**src/rtl/csr_pkg.sv**
```systemverilog
// Shared CSR addresses, trap cause codes, operation encodings and mstatus bit
// positions for the machine-mode CSR unit.
package csr_pkg;
    localparam logic [11:0] CSR_MSTATUS   = 12'h300;
    localparam logic [11:0] CSR_MISA      = 12'h301;
    localparam logic [11:0] CSR_MTVEC     = 12'h305;
    localparam logic [11:0] CSR_MSCRATCH  = 12'h340;
    localparam logic [11:0] CSR_MEPC      = 12'h341;
    localparam logic [11:0] CSR_MCAUSE    = 12'h342;
    localparam logic [11:0] CSR_MTVAL     = 12'h343;
    localparam logic [11:0] CSR_MCYCLE    = 12'hB00;
    localparam logic [11:0] CSR_MINSTRET  = 12'hB02;
    localparam logic [11:0] CSR_MCYCLEH   = 12'hB80;
    localparam logic [11:0] CSR_MINSTRETH = 12'hB82;
    localparam logic [11:0] CSR_CYCLE     = 12'hC00;
    localparam logic [11:0] CSR_INSTRET   = 12'hC02;
    localparam logic [11:0] CSR_CYCLEH    = 12'hC80;
    localparam logic [11:0] CSR_INSTRETH  = 12'hC82;
    localparam logic [11:0] CSR_MHARTID   = 12'hF14;

    localparam logic [31:0] CAUSE_ILLEGAL    = 32'd2;
    localparam logic [31:0] CAUSE_BREAKPOINT = 32'd3;
    localparam logic [31:0] CAUSE_ECALL_M    = 32'd11;

    localparam logic [1:0] OP_RW  = 2'b00;
    localparam logic [1:0] OP_RS  = 2'b01;
    localparam logic [1:0] OP_RC  = 2'b10;
    localparam logic [1:0] OP_IMM = 2'b11;

    localparam int MSTATUS_MIE  = 3;
    localparam int MSTATUS_MPIE = 7;

    typedef enum logic [1:0] {ALU_RW, ALU_RS, ALU_RC, ALU_NONE} csr_alu_e;
endpackage

```
**src/rtl/csr_counter64.sv**
```systemverilog
// 64-bit free-running counter with independently writable 32-bit halves.
module csr_counter64 (
    input  logic        clk,
    input  logic        rst,
    input  logic        inc,
    input  logic        wr_lo,
    input  logic        wr_hi,
    input  logic [31:0] wdata,
    output logic [63:0] value
);
    // A write to one half leaves the other half at its pre-edge value: no carry.
    always_ff @(posedge clk) begin
        if (rst)
            value <= '0;
        else if (wr_lo)
            value[31:0] <= wdata;
        else if (wr_hi)
            value[63:32] <= wdata;
        else if (inc)
            value <= value + 64'd1;
    end
endmodule

```
**src/rtl/csr_file.sv**
```systemverilog
// Machine-mode CSR file and trap/return responder for the single-cycle RV32I
// core: combinational read, read-modify-write and trap state update at the edge.
module csr_file
    import csr_pkg::*;
#(
    parameter logic [31:0] HART_ID     = 32'h0,
    parameter logic [31:0] MTVEC_RESET = 32'h0000_0000,
    parameter logic [31:0] MISA_VALUE  = 32'h4000_0100
) (
    input  logic        clk,
    input  logic        rst,
    input  logic        instr_valid,
    input  logic [31:0] pc,
    input  logic [31:0] instruction,
    input  logic [11:0] csr_addr,
    input  logic        csr_write_enable,
    input  logic [1:0]  csr_op,
    input  logic [2:0]  funct3,
    input  logic [4:0]  csr_imm,
    input  logic [4:0]  rs1_addr,
    input  logic [31:0] rs1_data,
    input  logic        ecall,
    input  logic        ebreak,
    input  logic        mret,
    input  logic        illegal_instr,
    output logic [31:0] csr_rdata,
    output logic        trap_taken,
    output logic [31:0] trap_target,
    output logic        mret_taken,
    output logic [31:0] mret_target,
    output logic        mie_bit
);
    logic        mie, mpie;
    logic [31:0] mtvec, mscratch, mepc, mcause, mtval;
    logic [63:0] mcycle, minstret;
    logic [31:0] mstatus_rd, src, wdata, cause, tval;
    logic        implemented, read_only, src_zero, wants_write, csr_illegal;
    logic        trap, commit, wr;
    csr_alu_e    alu;

    always_comb begin
        mstatus_rd = '0;
        mstatus_rd[12:11] = 2'b11;
        mstatus_rd[MSTATUS_MPIE] = mpie;
        mstatus_rd[MSTATUS_MIE] = mie;
    end

    always_comb begin
        implemented = 1'b1;
        csr_rdata = '0;
        case (csr_addr)
            CSR_MSTATUS:               csr_rdata = mstatus_rd;
            CSR_MISA:                  csr_rdata = MISA_VALUE;
            CSR_MHARTID:               csr_rdata = HART_ID;
            CSR_MTVEC:                 csr_rdata = mtvec;
            CSR_MSCRATCH:              csr_rdata = mscratch;
            CSR_MEPC:                  csr_rdata = mepc;
            CSR_MCAUSE:                csr_rdata = mcause;
            CSR_MTVAL:                 csr_rdata = mtval;
            CSR_MCYCLE, CSR_CYCLE:     csr_rdata = mcycle[31:0];
            CSR_MCYCLEH, CSR_CYCLEH:   csr_rdata = mcycle[63:32];
            CSR_MINSTRET, CSR_INSTRET: csr_rdata = minstret[31:0];
            CSR_MINSTRETH, CSR_INSTRETH: csr_rdata = minstret[63:32];
            default:                   implemented = 1'b0;
        endcase
    end

    assign read_only = (csr_addr[11:10] == 2'b11) || (csr_addr == CSR_MISA)
                    || (csr_addr == CSR_MHARTID);

    // Immediate forms carry their real operation in funct3, with zimm as source.
    always_comb begin
        src = rs1_data;
        src_zero = (rs1_addr == 5'd0);
        alu = ALU_NONE;
        if (csr_op == OP_IMM) begin
            src = {27'b0, csr_imm};
            src_zero = (csr_imm == 5'd0);
            case (funct3)
                3'b101:  alu = ALU_RW;
                3'b110:  alu = ALU_RS;
                3'b111:  alu = ALU_RC;
                default: alu = ALU_NONE;
            endcase
        end else begin
            case (csr_op)
                OP_RW:   alu = ALU_RW;
                OP_RS:   alu = ALU_RS;
                default: alu = ALU_RC;
            endcase
        end
    end

    always_comb begin
        case (alu)
            ALU_RS:  wdata = csr_rdata | src;
            ALU_RC:  wdata = csr_rdata & ~src;
            default: wdata = src;
        endcase
    end

    assign wants_write = csr_write_enable
                      && ((alu == ALU_RW) || (((alu == ALU_RS) || (alu == ALU_RC)) && !src_zero));
    assign csr_illegal = csr_write_enable && (!implemented || (wants_write && read_only));

    assign trap   = instr_valid && !rst && (illegal_instr || csr_illegal || ebreak || ecall);
    assign commit = instr_valid && !rst && !trap;
    assign wr     = commit && wants_write && implemented && !read_only;

    always_comb begin
        if (illegal_instr || csr_illegal) begin
            cause = CAUSE_ILLEGAL;
            tval  = instruction;
        end else if (ebreak) begin
            cause = CAUSE_BREAKPOINT;
            tval  = pc;
        end else begin
            cause = CAUSE_ECALL_M;
            tval  = '0;
        end
    end

    always_ff @(posedge clk) begin
        if (rst) begin
            mie      <= 1'b0;
            mpie     <= 1'b0;
            mtvec    <= MTVEC_RESET & ~32'h3;
            mscratch <= '0;
            mepc     <= '0;
            mcause   <= '0;
            mtval    <= '0;
        end else if (trap) begin
            mepc   <= {pc[31:2], 2'b00};
            mcause <= cause;
            mtval  <= tval;
            mpie   <= mie;
            mie    <= 1'b0;
        end else if (commit && mret) begin
            mie  <= mpie;
            mpie <= 1'b1;
        end else if (wr) begin
            case (csr_addr)
                CSR_MSTATUS: begin
                    mie  <= wdata[MSTATUS_MIE];
                    mpie <= wdata[MSTATUS_MPIE];
                end
                CSR_MTVEC:    mtvec    <= {wdata[31:2], 2'b00};
                CSR_MSCRATCH: mscratch <= wdata;
                CSR_MEPC:     mepc     <= {wdata[31:2], 2'b00};
                CSR_MCAUSE:   mcause   <= wdata;
                CSR_MTVAL:    mtval    <= wdata;
                default: ;
            endcase
        end
    end

    csr_counter64 u_mcycle (
        .clk   (clk),
        .rst   (rst),
        .inc   (1'b1),
        .wr_lo (wr && (csr_addr == CSR_MCYCLE)),
        .wr_hi (wr && (csr_addr == CSR_MCYCLEH)),
        .wdata (wdata),
        .value (mcycle)
    );

    csr_counter64 u_minstret (
        .clk   (clk),
        .rst   (rst),
        .inc   (commit),
        .wr_lo (wr && (csr_addr == CSR_MINSTRET)),
        .wr_hi (wr && (csr_addr == CSR_MINSTRETH)),
        .wdata (wdata),
        .value (minstret)
    );

    assign trap_taken  = trap;
    assign trap_target = mtvec;
    assign mret_taken  = instr_valid && mret && !trap && !rst;
    assign mret_target = mepc;
    assign mie_bit     = mie && !rst;
endmodule

```
**config.mk**
```make
export PLATFORM = sky130hd
export DESIGN_NAME = csr_file
export DESIGN_NICKNAME = d
export VERILOG_FILES = /design/src/rtl/csr_pkg.sv /design/src/rtl/csr_counter64.sv /design/src/rtl/csr_file.sv
export SDC_FILE = /design/constraint.sdc
export NUM_CORES = 1
export LEC_CHECK = 0
export BUFFER_PORTS_ARGS = -buffer_cell sky130_fd_sc_hd__buf_2
export CAP_MARGIN = 0
export CORE_MARGIN = 2
export CORE_UTILIZATION = 29
export CTS_BUF_LIST = sky130_fd_sc_hd__clkbuf_4 sky130_fd_sc_hd__clkbuf_8
export CTS_CLUSTER_DIAMETER = 200
export CTS_CLUSTER_SIZE = 25
export DETAILED_ROUTE_END_ITERATION = 8
export PLACE_DENSITY = 0.51
export SLEW_MARGIN = 20
export SYNTH_ARGS = -nofsm -noshare
export SYNTH_HDL_FRONTEND = slang
export SYNTH_SLANG_ARGS = --single-unit
```
**constraint.sdc**
```tcl
create_clock -name clk -period 2.4 [get_ports clk]
set_clock_uncertainty 0.05 [all_clocks]
set_input_delay 0.12 -clock clk [delete_from_list [all_inputs] [get_ports clk]]
set_output_delay 0.12 -clock clk [all_outputs]
set_load 0.05 [all_outputs]
```
# Word level (Yosys, flattened, before mapping)
# Cells that the tools add are included.
# W data, S select, Z words.
dict set report word_totals {
  regBits 286
  inputBits 131
  elab_cells 145
}
dict set report op_classes {
  n_addsub 2
  eq_ne 27
  mux 38
  n_bitwise 6
  reduce_logical 61
}
# cell n
set op_table {}
lappend op_table {{$mux W32} 21}
lappend op_table {{$pmux W32 S11} 1}
lappend op_table {{$add A64 B1 Y64 const B} 2}
lappend op_table {{$eq A12 B12 Y1 const B} 9}
lappend op_table {{$eq A12 B10 Y1 const B} 7}
lappend op_table {{$mux W64} 1}
lappend op_table {{$pmux W32 S2} 1}
lappend op_table {{$and A32 B32 Y32} 1}
lappend op_table {{$not A32 Y32} 1}
lappend op_table {{$or A32 B32 Y32} 1}
lappend op_table {{$logic_and A1 B1 Y1} 19}
lappend op_table {{$reduce_bool A2 Y1} 8}
lappend op_table {{$reduce_or A16 Y1} 1}
lappend op_table {{$logic_not A5 Y1} 2}
lappend op_table {{$reduce_or A2 Y1} 5}
lappend op_table {{$eq A3 B3 Y1 const B} 3}
lappend op_table {{$mux W1} 9}
lappend op_table {{$reduce_and A3 Y1} 3}
lappend op_table {{$logic_or A1 B1 Y1} 8}
lappend op_table {{$mux W4} 2}
lappend op_table {{$reduce_and A2 Y1} 4}
lappend op_table {{$reduce_and A4 Y1} 2}
lappend op_table {{$eq A2 B2 Y1 const B} 3}
lappend op_table {{$pmux W2 S3} 1}
lappend op_table {{9 further kinds} 19}

# Depth between registers and ports, before layout
dict set report logic_depth {
  word_depth 23
  ltp_mapped 14
}

# Hierarchy
# From an unflattened synthesis, not the netlist that was laid out.
dict set report unflattened {
  cells_unflattened 2579
  area_unflattened_um2 19137.1
}
# mod n_inst cells_each area_each_um2 seq_area_each_um2
set modules_own_cells {}
lappend modules_own_cells {csr_file 1 1421 10506.3 3163.0}
lappend modules_own_cells {{csr_counter64 (u_minstret)} 1 577 4342.9 1281.2}
lappend modules_own_cells {{csr_counter64 (u_mcycle)} 1 581 4287.9 1281.2}

# Worst setup path after synthesis
# No wires, ideal clock.
dict set report synth_path {
  path_kind {input -> register}
  start {input port csr_addr[5]}
  end {register mcause[26]}
  t_arrival_ps 3895
  slack_ps -1615
  stages 8
  cell_sequence {clkbuf_1 > nor4b_1 > o21ai_1 > o311ai_0 > o21a_1 > clkbuf_1 > nand3_1 > a21oi_1}
}
# item line
set synth_rtl {}
lappend synth_rtl {{start, declared} csr_file.sv:15} ;# input logic [11:0] csr_addr,
lappend synth_rtl {{$eq A12 B12 Y1} csr_file.sv:51} ;# case (csr_addr)
lappend synth_rtl {{$reduce_or A2 Y1} csr_file.sv:51}
lappend synth_rtl {{$pmux W32 S11 (*)} csr_file.sv:51}
lappend synth_rtl {{named net csr_rdata[26]} csr_file.sv:26} ;# output logic [31:0] csr_rdata,
lappend synth_rtl {{$and A32 B32 Y32 or $or A32 B32 Y32 (tied branches)} {csr_file.sv:97, csr_file.sv:96}}
lappend synth_rtl {{$pmux W32 S2 (*)} csr_file.sv:95} ;# case (alu)
lappend synth_rtl {{$mux W32 (*)} csr_file.sv:142} ;# case (csr_addr)
lappend synth_rtl {{$mux W32 (*)} csr_file.sv:141} ;# end else if (wr) begin
lappend synth_rtl {{$mux W32 (*)} csr_file.sv:138} ;# end else if (commit && mret) begin
lappend synth_rtl {{$mux W32 (*)} csr_file.sv:132} ;# end else if (trap) begin
lappend synth_rtl {{end signal, assigned} csr_file.sv:134} ;# mcause <= cause;
lappend synth_rtl {{end signal, assigned} csr_file.sv:150} ;# CSR_MCAUSE: mcause <= wdata;
lappend synth_rtl {{end, declared} csr_file.sv:34} ;# logic [31:0] mtvec, mscratch, mepc, mcause, mtval;
# Mark *: on every way through the listed nets, which the timed path passes. The rest lies on a longest branch. The select of a mux whose other input is x is not followed.
# A chain may end at the register's enable or synchronous reset.

# Final worst setup path
dict set report layout_path {
  start {register mtval[22]}
  end {output port csr_rdata[22]}
}
dict set report layout_between {
  elab_chain_len 1
}
# item line
set layout_rtl {}
lappend layout_rtl {{start, declared} csr_file.sv:34}
lappend layout_rtl {{start signal, assigned} csr_file.sv:135} ;# mtval <= tval;
lappend layout_rtl {{start signal, assigned} csr_file.sv:151} ;# CSR_MTVAL: mtval <= wdata;
lappend layout_rtl {{$pmux W32 S11} csr_file.sv:51}
lappend layout_rtl {{end, declared} csr_file.sv:26}
# Every way passes these cells.

==> metrics.cfg <==
[yosys]
syn_area_sq_um = 18200
synth_area_leaders = dfxtp_1, a21oi_1, nand2_1
async_flop_share = 0
yosys_warnings = 0
synth_seq_cells = 286
yosys.area.top_type = dfxtp_1
synth_cell_types = 86
synth_top_flop_cell = dfxtp_1
synth_top_area_frac = 0.314
synth-edff-count = 0
syn_inst = 2520
ys_seq_area_frac = 0.314
syn_area_per_cell_sq_um = 7.23

[clocking]
cts-root-buf = clkbuf_8
clockBufferDepth = 3
cts_buffers = 15
cts_htree_levels = 1
cts_sinks = 286
cts_tree = built
worstSkewPairLatency_ns = 0.66
path_clk_slew_ns = 0.18

[routing]
wl_per_cell_microns = 27.9
initialDrtViolationCount = 3269
dr.pass1.iters = 8
via_per_inst = 5.95
dr_total_vias = 24643
drc = 0
wl_mm = 116
ant_nets = 0

[grt]
grt_usage = 0.343
grt_pass1_vias = 22841
grt_pass1_wl_mm = 162
overflow = 0
grt_max_degree = 161
antenna_found_initial = 3

[die]
start_util = 0.294
rows = 91
design.die.area_sq_um = 64800
core_area_sq_um = 61900
io-pin-count = 230
dieHeight_microns = 255
die_w_microns = 255

[timing]
fin_ws_ns = -0.227
period_minus_slack_ns = 2.63
relSlewSlack = 0.353
finalSetupViolCount = 11
final.setup.tns_ns = -0.838
clock.fmax_ghz = 0.381
finalMaxSlewViolations = 0
rsz0062_at_grt = yes
whs_ns = 0.0128
period_share = 1.09
tightest_slew_ns = 0.970
hold_violations = 0

[place]
placed_cell_area_sq_um = 25700
hpwl_mm = 89.5
gp_congestion = 1.06
io_buffers = 225

[min_path]
hold_path_class = in2reg

[cells_and_area]
area_growth_pct = 56.1
fill_cells = 6302
nets = 3437
design_area_sq_um = 28400
multi_input_area_sq_um = 12700
fin_util = 0.459
drive_above_1_share = 0.374
seqCellArea_sq_um = 5800

[worst_setup_path]
worstPathMaxFanout = 2
crit_type = reg2out
crit_path_end_kind = primary output
crit_required_ns = 2.23
cp_slowest_cell = mux4_2
crit_chain = mux4_2 -> nand4_1 -> o221ai_1 -> buf_4 -> or3_4 -> buf_12
arrival_ns = 2.46
slowest_delay_ns = 0.51
critPathLaunchType = flop

[job]
max-cap-violations = 0

[power]
peakVddDrop_uv = 293
power.static_leakage_nw = 10.9
cellPowerDensity_nw_per_um2 = 353
p_total_mw = 10.0

[status]
status = finished with violations
failed_checks = negative setup slack

logic make-up (layout without fill, tap and decap cells):
kind of cell               Yosys count  count (layout)  share of synthesized area
AOI/OAI and AO/OA                  894             894                      0.314
xor gates and xnor gates            11              11                    0.00529
adders and majority gates            5               5                    0.00343
buffers and inverters              272            1050                     0.0591
DFF                                286             286                      0.314
muxes                               63              63                     0.0377
other                                1               6                   0.000206
and+or+nand+nor                    988             988                      0.266
critical path: cells and delay by family, from the launching register on:
family	cells	cell delay, ns
AO/OA/AOI/OAI	1	0.11
multiplexers	1	0.51
AND/OR/NAND/NOR	2	0.52
flip-flops	1	0.35
buffers and inverters	2	0.34
cell type report:
class,count,share of cell area
well taps,837,0.0368
diodes,2,0.000176
repair inverters,1,0.000308
multi-input cells,1965,0.448
flip-flops and latches,286,0.204
inverters,47,0.00686
clock inverters,2,0.000836
clock buffers,15,0.00726
repair buffers,985,0.296
power breakdown:
| group | internal [mW] | switching [mW] | total [mW] |
|---|---|---|---|
| clock | 0.598 | 1.79 | 2.38 |
| combinational | 1.06 | 1.61 | 2.67 |
| sequential | 4.86 | 0.126 | 4.99 |
| total | 6.52 | 3.52 | 10.0 |
cells in the mapped netlist (all sizes together) (45+ instances only):
cell type  count
a211oi        53
nand2        382
a31oi         88
nand4         61
a21oi        326
buf           50
nor3          68
clkbuf       175
inv           47
nor2         154
o21ai        156
mux2i         45
nand3        107
dfxtp        286
flip-flops by register name, indices dropped and copies added (netlist names):
signal,cells
u_minstret.value,64
mie,1
u_mcycle.value,64
mpie,1
trap_target,30
mscratch,32
mret_target,30
mcause,32
mtval,32
through the flow:
stage                     cells  worst slack, ns
after floorplan            2523           -0.279
after global placement     3997           -0.790
after detailed placement   3997           -0.818
after CTS                  4107           -0.244
after global routing       4139           -0.292
final                      4140           -0.227
cell usage in the layout (no fill, tap or decap), types with 61 or more instances in the layout:
master / Yosys / layout
a21oi_1: 322 / 307
a31oi_1: 88 / 88
buf_12: 0 / 80
buf_2: 32 / 186
buf_4: 4 / 591
dfxtp_1: 286 / 240
dlygate4sd3_1: 0 / 70
nand2_1: 382 / 374
nand3_1: 106 / 99
nand4_1: 61 / 61
nor2_1: 154 / 146
o21ai_0: 152 / 101
metal layers:
| metal | share of wire | vias to the layer above | track usage |
|---|---|---|---|
| li1 | - | 10969 | - |
| met5 | 0.00011 | - | 0 |
| met2 | 0.42 | 1498 | 0.519 |
| met4 | 0.045 | 2 | 0.130 |
| met1 | 0.43 | 11942 | 0.489 |
| met3 | 0.099 | 232 | 0.0525 |
what timing repair did:
action / 4_1_cts / 5_1_grt
setup buffers: 32 / 36
setup endpoints to repair: 65 / 175
gates cloned: 2 / 5
endpoints found under the hold margin: 68 / 0
hold buffers: 70 / 0
pin swaps: 38 / 62
resized for setup: 161 / 174
final timing paths:
| kind | cells after the start | from | slack (ns) | end |
|---|---|---|---|---|
| worst max-delay path | 6 | mtval[22] | -0.23 | csr_rdata[22] |
| worst min-delay path | 3 | rst | 0.01 | mscratch[30] |
| worst max register to register | 10 | mtval[22] | -0.08 | mtval[22] |
| worst min register to register | 2 | mcause[5] | 0.41 | mcause[5] |
Note: power is estimated with default switching activity, not from simulation.
